`src/rtl/kuz_stream_adapter.sv`:
```
// ---------------------------------------------------------------------------
// kuz_stream_adapter
//
// Byte-stream front/back end for the Kuznechik encryption core. Sits between
// a byte-wide host link and the core:
//   - assembles a 256-bit key from 32 input bytes, then 128-bit plaintext
//     blocks from 16 input bytes each (MSB-first packing),
//   - drives the core's read_key / read_word / input_key / input_word
//     handshake,
//   - captures output_word on core write and serialises the ciphertext out
//     as 16 bytes, MSB-first.
//
// Ports
//   i_clk, i_rst_n          clock (posedge), asynchronous active-low reset
//   i_in_data/i_in_valid    input byte stream (key bytes, then block bytes)
//   o_in_ready              byte accepted when i_in_valid & o_in_ready
//   i_rekey_req             level; high at result capture ends the session
//   o_out_data/o_out_valid  ciphertext byte stream
//   i_out_ready             byte taken when o_out_valid & i_out_ready
//   o_core_read_key         core read_key
//   o_core_read_word        core read_word
//   o_core_input_key        core input_key (256 bits)
//   o_core_input_word       core input_word (128 bits)
//   i_core_output_word      core output_word (128 bits)
//   i_core_write            core write (result valid)
//   i_core_ready            core ready (1 = busy)
// ---------------------------------------------------------------------------
module kuz_stream_adapter #(
    parameter int KEY_BYTES = 32,
    parameter int BLK_BYTES = 16
) (
    input  logic                   i_clk,
    input  logic                   i_rst_n,
    input  logic [7:0]             i_in_data,
    input  logic                   i_in_valid,
    output logic                   o_in_ready,
    input  logic                   i_rekey_req,
    output logic [7:0]             o_out_data,
    output logic                   o_out_valid,
    input  logic                   i_out_ready,
    output logic                   o_core_read_key,
    output logic                   o_core_read_word,
    output logic [8*KEY_BYTES-1:0] o_core_input_key,
    output logic [8*BLK_BYTES-1:0] o_core_input_word,
    input  logic [8*BLK_BYTES-1:0] i_core_output_word,
    input  logic                   i_core_write,
    input  logic                   i_core_ready
);

    localparam int         KEY_W    = 8 * KEY_BYTES;
    localparam int         BLK_W    = 8 * BLK_BYTES;
    localparam logic [4:0] KEY_LAST = 5'(KEY_BYTES - 1);
    localparam logic [4:0] BLK_LAST = 5'(BLK_BYTES - 1);

    typedef enum logic [2:0] {
        S_KEY_FILL  = 3'd0,
        S_KEY_RUN   = 3'd1,
        S_WORD_FILL = 3'd2,
        S_WORD_RUN  = 3'd3,
        S_WR_LOW    = 3'd4,
        S_OUT       = 3'd5
    } state_t;

    state_t           r_state;
    state_t           w_state_nxt;
    logic [4:0]       r_cnt;
    logic [KEY_W-1:0] r_key;
    logic [BLK_W-1:0] r_word;
    logic [BLK_W-1:0] r_cap;
    logic             r_busy_seen;
    logic             r_read_key;
    logic             r_read_word;
    logic             r_end;

    logic w_in_rdy;
    logic w_in_xfer;
    logic w_out_vld;
    logic w_out_xfer;
    logic w_key_done;
    logic w_blk_done;
    logic w_out_done;
    logic w_sched_done;
    logic w_capture;

    // Input is only taken while filling; everywhere else in_valid just stalls.
    assign w_in_rdy   = (r_state == S_KEY_FILL) || (r_state == S_WORD_FILL);
    assign w_in_xfer  = i_in_valid && w_in_rdy;
    assign w_out_vld  = (r_state == S_OUT);
    assign w_out_xfer = w_out_vld && i_out_ready;

    assign w_key_done   = (r_state == S_KEY_FILL)  && w_in_xfer  && (r_cnt == KEY_LAST);
    assign w_blk_done   = (r_state == S_WORD_FILL) && w_in_xfer  && (r_cnt == BLK_LAST);
    assign w_out_done   = (r_state == S_OUT)       && w_out_xfer && (r_cnt == BLK_LAST);
    // Key schedule is finished once the core has been seen busy and then idle.
    assign w_sched_done = (r_state == S_KEY_RUN)   && r_busy_seen && !i_core_ready;
    assign w_capture    = (r_state == S_WORD_RUN)  && i_core_write;

    // -----------------------------------------------------------------------
    // FSM
    // -----------------------------------------------------------------------
    always_ff @(posedge i_clk or negedge i_rst_n) begin
        if (!i_rst_n) begin
            r_state <= S_KEY_FILL;
        end else begin
            r_state <= w_state_nxt;
        end
    end

    always_comb begin
        w_state_nxt = r_state;
        case (r_state)
            S_KEY_FILL:  if (w_key_done)    w_state_nxt = S_KEY_RUN;
            S_KEY_RUN:   if (w_sched_done)  w_state_nxt = S_WORD_FILL;
            S_WORD_FILL: if (w_blk_done)    w_state_nxt = S_WORD_RUN;
            S_WORD_RUN:  if (i_core_write)  w_state_nxt = S_WR_LOW;
            // Core drops write once it has seen read_word low.
            S_WR_LOW:    if (!i_core_write) w_state_nxt = S_OUT;
            S_OUT: begin
                if (w_out_done) begin
                    w_state_nxt = r_end ? S_KEY_FILL : S_WORD_FILL;
                end
            end
            default:                        w_state_nxt = S_KEY_FILL;
        endcase
    end

    // -----------------------------------------------------------------------
    // Datapath
    // -----------------------------------------------------------------------
    always_ff @(posedge i_clk or negedge i_rst_n) begin
        if (!i_rst_n) begin
            r_cnt       <= '0;
            r_key       <= '0;
            r_word      <= '0;
            r_cap       <= '0;
            r_busy_seen <= 1'b0;
            r_read_key  <= 1'b0;
            r_read_word <= 1'b0;
            r_end       <= 1'b0;
        end else begin
            // Byte counter restarts on every state entry; it counts input
            // bytes in the fill states and output bytes in OUT.
            if (w_state_nxt != r_state) begin
                r_cnt <= '0;
            end else if (w_in_xfer || w_out_xfer) begin
                r_cnt <= r_cnt + 5'd1;
            end

            // MSB-first packing: after N shifts the first byte sits at the top.
            if ((r_state == S_KEY_FILL) && w_in_xfer) begin
                r_key <= {r_key[KEY_W-9:0], i_in_data};
            end
            if ((r_state == S_WORD_FILL) && w_in_xfer) begin
                r_word <= {r_word[BLK_W-9:0], i_in_data};
            end

            if (w_key_done) begin
                r_busy_seen <= 1'b0;
            end else if ((r_state == S_KEY_RUN) && i_core_ready) begin
                r_busy_seen <= 1'b1;
            end

            // On a rekey capture read_key falls together with read_word so
            // the core heads back to its key-load state.
            if (w_key_done) begin
                r_read_key <= 1'b1;
            end else if (w_capture && i_rekey_req) begin
                r_read_key <= 1'b0;
            end

            if (w_blk_done) begin
                r_read_word <= 1'b1;
            end else if (w_capture) begin
                r_read_word <= 1'b0;
            end

            if (w_capture) begin
                r_end <= i_rekey_req;
            end

            // Capture register doubles as the output shifter; the top byte is
            // always the one on offer, so it only moves after a transfer.
            if (w_capture) begin
                r_cap <= i_core_output_word;
            end else if (w_out_xfer) begin
                r_cap <= {r_cap[BLK_W-9:0], 8'h00};
            end
        end
    end

    assign o_in_ready        = w_in_rdy;
    assign o_out_valid       = w_out_vld;
    assign o_out_data        = r_cap[BLK_W-1 -: 8];
    assign o_core_read_key   = r_read_key;
    assign o_core_read_word  = r_read_word;
    assign o_core_input_key  = r_key;
    assign o_core_input_word = r_word;

endmodule
```
`config.mk`:
```
export PLATFORM = sky130hd
export DESIGN_NAME = kuz_stream_adapter
export DESIGN_NICKNAME = d
export VERILOG_FILES = /design/src/rtl/kuz_stream_adapter.sv
export SDC_FILE = /design/constraint.sdc
export NUM_CORES = 1
export LEC_CHECK = 0
export CORE_AREA = 2 2 212 214
export CTS_BUF_LIST = sky130_fd_sc_hd__clkbuf_4 sky130_fd_sc_hd__clkbuf_8
export CTS_CLUSTER_SIZE = 12
export DETAILED_ROUTE_END_ITERATION = 6
export DIE_AREA = 0 0 214 216
export GPL_ROUTABILITY_DRIVEN = 1
export GPL_TIMING_DRIVEN = 1
export PLACE_DENSITY = 0.77
export SLEW_MARGIN = 20
export SYNTH_ARGS = -nofsm -noshare
export SYNTH_HDL_FRONTEND = slang
export SYNTH_SLANG_ARGS = --single-unit
```
`constraint.sdc`:
```
create_clock -name i_clk -period 4.5 [get_ports i_clk]
set_input_delay 0.9 -clock i_clk [delete_from_list [all_inputs] [get_ports i_clk]]
set_output_delay 0.9 -clock i_clk [all_outputs]
set_load 0.1 [all_outputs]
```
==> results of run 1 <==
layout make-up:
type | instances | area (sq um)
diodes | 3 | 7.51
clock buffers | 149 | 1810
clock inverters | 9 | 81.3
fillers | 3218 | 15300
inverters | 4 | 15.0
multi-input cells | 809 | 7050
flip-flops and latches | 524 | 13100
well taps | 592 | 741
repair buffers | 559 | 5680
logic make-up after synthesis:
group	after synthesis
XOR/XNOR	3
adder cells (fa/ha/maj)	3
AO/OA/AOI/OAI	146
buffers and inverters	100
multiplexers	501
AND/OR/NAND/NOR	156
flip-flops	524
registers in the layout (all words and copies together) (netlist names):
register and flops:
o_core_read_key 1, o_core_input_word 128, r_state 3, o_core_read_word 1, r_cnt 5, r_end 1, o_core_input_key 256, r_cap 128
r_busy_seen 1
metal layers:
metal  vias to the layer above  track usage, %  part of all wire (%)
met5                         -               0                 0.055
met4                         4            9.02                   2.6
met3                        92            9.64                   9.3
met2                       475            40.7                    49
met1                      6934            29.8                    39
li1                       6156               -                     -
per-stage QoR:
| step | hold WS, ns | instance area, sq um |
|---|---|---|
| after floorplan | 0.445 | 20800 |
| after global placement | 0.461 | 26600 |
| after detailed placement | 0.471 | 26600 |
| after CTS | 0.326 | 28500 |
| after global routing | 0.363 | 28500 |
| final | 0.321 | 28500 |
worst reg2reg max path, stage by stage, from the launching register on:
cell,delay (ns)
dfrtp_1,0.66
and4b_4,0.80
buf_12,0.42
mux2i_1,0.28
o21ai_0,0.10
synth_stat cells (all sizes together) (4+ instances only):
master / instances
dfrtp: 524
a22o: 9
inv: 4
buf: 82
nor2: 6
nand2: 131
a21oi: 5
mux2i: 116
clkbuf: 14
mux2: 385
o21ai: 120
a22oi: 4
worst min path at each step:
| stage | to | slack, ns | depth (start not counted) |
|---|---|---|---|
| floorplan | r_cap[119] | 0.45 | 2 |
| global placement | r_cap[121] | 0.46 | 2 |
| detailed placement | r_cap[122] | 0.47 | 2 |
| finish | o_core_input_key[45] | 0.32 | 1 |
| global route | o_core_input_key[45] | 0.36 | 1 |
| CTS | o_core_input_key[45] | 0.33 | 1 |
==> results by group, run 1 <==
STA
  • RSZ-0062 raised after global routing: no
  • Slew @ Worst Pin: roughly 1.2 ns
  • Setup TNS Final: 0 ns
  • Max Freq: between 200 and 300 MHz
  • Final Max Slew Viols: 0
  • Period utilisation layout: 83.6%
  • Period minus WS final: about 3.8 ns
  • Worst setup margin: 0.739 ns
  • Final setup fails: 0
  • Slew margin rel.: 17.6%
  • Hold Vio Cnt, Final: 0
  • Clock Skew: ~0.023 ns

Floorplan
  • Row count: a little under 80
  • Die span in y: between 200 and 250 microns
  • Die Wd: 214 microns
  • # IOs: 539
  • Core ar.: 0.0438 sq mm
  • Die area: about 0.046 sq mm
  • Starting Density: between 40% and 50%

Yosys
  • Number of distinct library cells after synthesis: 37
  • Largest cells by area after synthesis: dfrtp_1 63%, mux2_2 20%, mux2i_1 5.6%, nand2_1 2.4%, o21ai_0 1.8%
  • Top-area cell type share of the netlist area: approximately 63%
  • Synth area leader: dfrtp_1
  • Syn_nets: 1579
  • Fraction of the mapped netlist area in adder cells: 0.181%
  • Largest family of logic cells by synthesized area: multiplexers
  • Post-synthesis sequential area ratio: 63.2%
  • Avg Cell Area, Syn: between 10 and 15 sq um
  • Flop and latch count out of synthesis: around 520
  • XOR/XNOR Fraction of Synth Area: less than 1%
  • Cells after Synth: roughly 1.4k
  • Mux cell area share after synthesis: a little over a quarter
  • Post-synthesis compound-gate area fraction: ~4%
  • Ys async rst share: 100%
  • Simple-gate share of the synthesized area: under 10%
  • YS warnings: 0
  • Post-Syn Area: roughly 0.021 sq mm
  • EDFF count, synth: 0
  • Top FF cell, synth: dfrtp_1

Setup path
  • Worst Path Arrival: 2.86 ns
  • Crit path max fanout: 14
  • FF-to-FF Start: r_state[0]
  • Crit Path Class: register to output pin
  • End of the critical path: o_out_valid
  • CP bufs+invs: 1
  • R2R Path End: r_cap[11]
  • R2R cell count: 4
  • Crit-path leading delay family: buffers and inverters
  • CP max stage cell: clkdlybuf4s50_1
  • Internal reg-to-reg setup slack: roughly 2.1 ns
  • CP Capture Type: output pin
  • Crit path launch: r_state[0]
  • Crit path depth: 2
  • Crit path largest cell delay: 1.18 ns
  • Required @ worst endpoint: about 3.6 ns
  • Cells along the critical path: and3b_1, clkdlybuf4s50_1
  • Startpoint Class: register

Clock tree
  • Worst-path clk slew: roughly 0.060 ns
  • Clk root buf: clkbuf_8
  • CTS sink cnt: ~520
  • Clock Latency Late Sink: 0.67 ns
  • TritonCTS clock tree: built
  • CTS hold repair buffers: 0
  • Total CTS buffers: 86
  • Post-CTS Resized: 0
  • Clock tree buffer depth: 3
  • Setup bufs post-CTS: 0
  • H-tree depth: 3

Global route
  • Initial antenna violation count: 5
  • GRT overflow: 0
  • First-pass GRT wire length: slightly below 90000 microns
  • Largest net degree at the start of global routing: 130
  • Vias in the first global route: about 15k
  • Global Route Usage Sum: ~25%

Hold path
  • Worst hold-check path type: input port to asynchronous set/reset pin

Placed design
  • Placed insts: ~2.5k
  • Gpl congestion: between 0.8 and 0.9
  • HPWL Detailed: 40100 microns
  • I/O Buffers: about 540
  • DP Worst Slack: between 1 and 1.5 ns

Routing
  • Post-route ant nets: 0
  • DR DRC count: 0
  • DR pass1 iterations: 6
  • Routed len/inst: about 21 microns
  • Via count: 13.7k
  • Via/cell ratio: around 5.2
  • Initial DRC Count: approximately 1.1k
  • Final WL: between 50000 and 60000 microns

Final layout
  • Highest-count cells in the layout ignoring fill and taps: 536 x clkdlybuf4s50_1, 524 x dfrtp_1, 368 x mux2_2
  • Layout Utilization: around two thirds
  • Most common cell after layout, fill and taps aside: clkdlybuf4s50_1
  • Non-Filler Instances: about 2.6k
  • Fin nets: ~2.1k
  • Share of layout cells above drive strength 1: roughly 27%
  • Area Overhead vs Synth: 37.3%

Flow run
  • Max-Cap Viols: 0

Outcome
  • Status: finished, final reports clean
Power of run 1 is not shown: default switching activity piles up to over one toggle a cycle in this logic, so the estimate is an artifact.
==> inputs of run 2 (changes only) <==
--- a/config.mk
+++ b/config.mk
@@ -5,14 +5,14 @@
 export SDC_FILE = /design/constraint.sdc
 export NUM_CORES = 1
 export LEC_CHECK = 0
-export CORE_AREA = 2 2 212 214
+export CORE_MARGIN = 2
+export CORE_UTILIZATION = 46
 export CTS_BUF_LIST = sky130_fd_sc_hd__clkbuf_4 sky130_fd_sc_hd__clkbuf_8
 export CTS_CLUSTER_SIZE = 12
 export DETAILED_ROUTE_END_ITERATION = 6
-export DIE_AREA = 0 0 214 216
 export GPL_ROUTABILITY_DRIVEN = 1
 export GPL_TIMING_DRIVEN = 1
-export PLACE_DENSITY = 0.77
+export PLACE_DENSITY = 0.78
 export SLEW_MARGIN = 20
 export SYNTH_ARGS = -nofsm -noshare
 export SYNTH_HDL_FRONTEND = slang
==> constraint.sdc (replaced) <==
create_clock -name i_clk -period 3.2 [get_ports i_clk]
set_input_delay 0.64 -clock i_clk [delete_from_list [all_inputs] [get_ports i_clk]]
set_output_delay 0.64 -clock i_clk [all_outputs]
set_load 0.1 [all_outputs]
==> results by group, run 2 (same netlist as run 1, synthesis figures left out) <==
STA
  • Setup TNS Final: 0 ns
  • Slew @ Worst Pin: between 0.7 and 0.8 ns
  • Final setup fails: 0
  • Period minus WS final: between 2 and 3 ns
  • Fin Hold WS: approximately 0.48 ns
  • Hold Vio Cnt, Final: 0
  • Worst setup margin: between 0.6 and 0.7 ns
  • Clock Skew: around 0.037 ns
  • Period utilisation layout: around four fifths
  • Max Freq: just under 400 MHz
  • Final Max Slew Viols: 0
  • Slew margin rel.: 51.4%
  • RSZ-0062 raised after global routing: no

Final layout
  • Share of layout cells above drive strength 1: between 40% and 50%
  • Highest-count cells in the layout ignoring fill and taps: 524 x dfrtp_1, 408 x buf_4, 368 x mux2_2
  • Largest register FFs: between 200 and 300
  • Non-Filler Instances: ~2.6k
  • Most common cell after layout, fill and taps aside: dfrtp_1
  • Fin nets: 2136
  • Area Overhead vs Synth: 32.6%
  • Fillers: roughly 3.5k

Setup path
  • CP Capture Type: output pin
  • Crit Path Class: register to output pin
  • Crit path max fanout: 14
  • Worst Path Arrival: between 1.5 and 2 ns
  • Startpoint Class: register
  • Required @ worst endpoint: 2.56 ns

Flow run
  • Max-Cap Viols: 0

Clock tree
  • TritonCTS clock tree: built
  • Clock Latency Late Sink: 0.66 ns
  • Worst-path clk slew: ~0.070 ns
  • Clk root buf: clkbuf_8
  • CTS sink cnt: 524
  • Total CTS buffers: 85
  • H-tree depth: 3
  • Clock tree buffer depth: 3

Global route
  • Vias in the first global route: ~14k
  • First-pass GRT wire length: 85400 microns
  • GRT overflow: 0
  • Initial antenna violation count: 2
  • Global Route Usage Sum: about a quarter
  • Largest net degree at the start of global routing: about 160

Floorplan
  • Row count: slightly below 80
  • Starting Density: a little under half
  • Die Wd: between 200 and 250 microns
  • Core ar.: around 0.044 sq mm
  • Die span in y: between 200 and 250 microns
  • # IOs: roughly 540
  • Die area: ~0.047 sq mm

Routing
  • Via/cell ratio: ~5.1
  • Via count: 13.5k
  • Post-route ant nets: 0
  • Routed len/inst: around 21 microns
  • Initial DRC Count: 901
  • DR DRC count: 0
  • Final WL: approximately 55000 microns
  • DR pass1 iterations: 6

Placed design
  • I/O Buffers: 538
  • Gpl congestion: between 0.8 and 0.9
  • Placed insts: about 2.5k
  • HPWL Detailed: 39600 microns
  • DP Worst Slack: approximately 0.56 ns

Hold path
  • Worst hold-check path type: register to register

Outcome
  • Status: finished, final reports clean
[run 2: changes by cell type in the layout (fill, tap and decap cells not counted)]
cell / previous run / this run
buf_12: 11 / 15
buf_4: 11 / 408
bufinv_16: 1 / 2
clkbuf_4: 38 / 27
clkbuf_8: 111 / 103
clkdlybuf4s50_1: 536 / 141
clkinv_2: 4 / 5
clkinv_8: 0 / 4
clkinvlp_4: 3 / 1
diode_2: 3 / 2
dlygate4sd3_1: 0 / 1
inv_6: 1 / 2
[run 2: metrics by stage]
step	cell area, sq um	util (%)
global route	27500	62.0
finish	27500	62.0
CTS	27500	61.9
global placement	25700	57.9
detailed placement	25700	57.9
floorplan	20800	-
[run 2: final cells by class]
type | count | area [sq um] | share of cell area [%]
flip-flops and latches | 524 | 13100 | 47.7
multi-input cells | 809 | 7050 | 25.6
repair buffers | 566 | 4800 | 17.4
clock buffers | 130 | 1620 | 5.89
well taps | 592 | 741 | 2.69
clock inverters | 14 | 175 | 0.637
inverters | 4 | 15.0 | 0.0546
diodes | 2 | 5.00 | 0.0182
[run 2: critical path: stages (launching register included)]
cell and delay [ns]:
dfrtp_1 0.67, and3b_1 0.29, buf_4 0.32
[run 2: timing repair]
item / in CTS / in global routing
buffers inserted: 0 / 0
hold buffers: 1 / 0
gates resized for setup: 0 / 0
hold endpoints to repair: 51 / 0
setup endpoints to repair: 0 / 0
[run 2: worst paths after layout]
kind	to	from	cells past startpoint	slack, ns
worst max-delay path	o_out_valid	r_state[0]	2	0.62
worst min register to register	r_cap[119]	r_cap[119]	2	0.48
worst min-delay path	r_cap[119]	r_cap[119]	2	0.48
min in group asynchronous	o_core_input_key[73]	i_rst_n	2	0.54
worst max register to register	o_core_input_key[68]	r_state[2]	5	1.03
max in group asynchronous	o_core_input_word[28]	i_rst_n	3	1.72
[run 2: layer usage]
| metal | up-vias | GRT usage (%) | routed length, microns |
|---|---|---|---|
| li1 | 6149 | - | - |
| met1 | 6872 | 28.8 | 22100 |
| met2 | 450 | 39.0 | 27300 |
| met3 | 73 | 8.76 | 4720 |
| met4 | 0 | 7.01 | 1190 |
| met5 | - | 0 | 0 |
Power of run 2 is left out for the same reason.
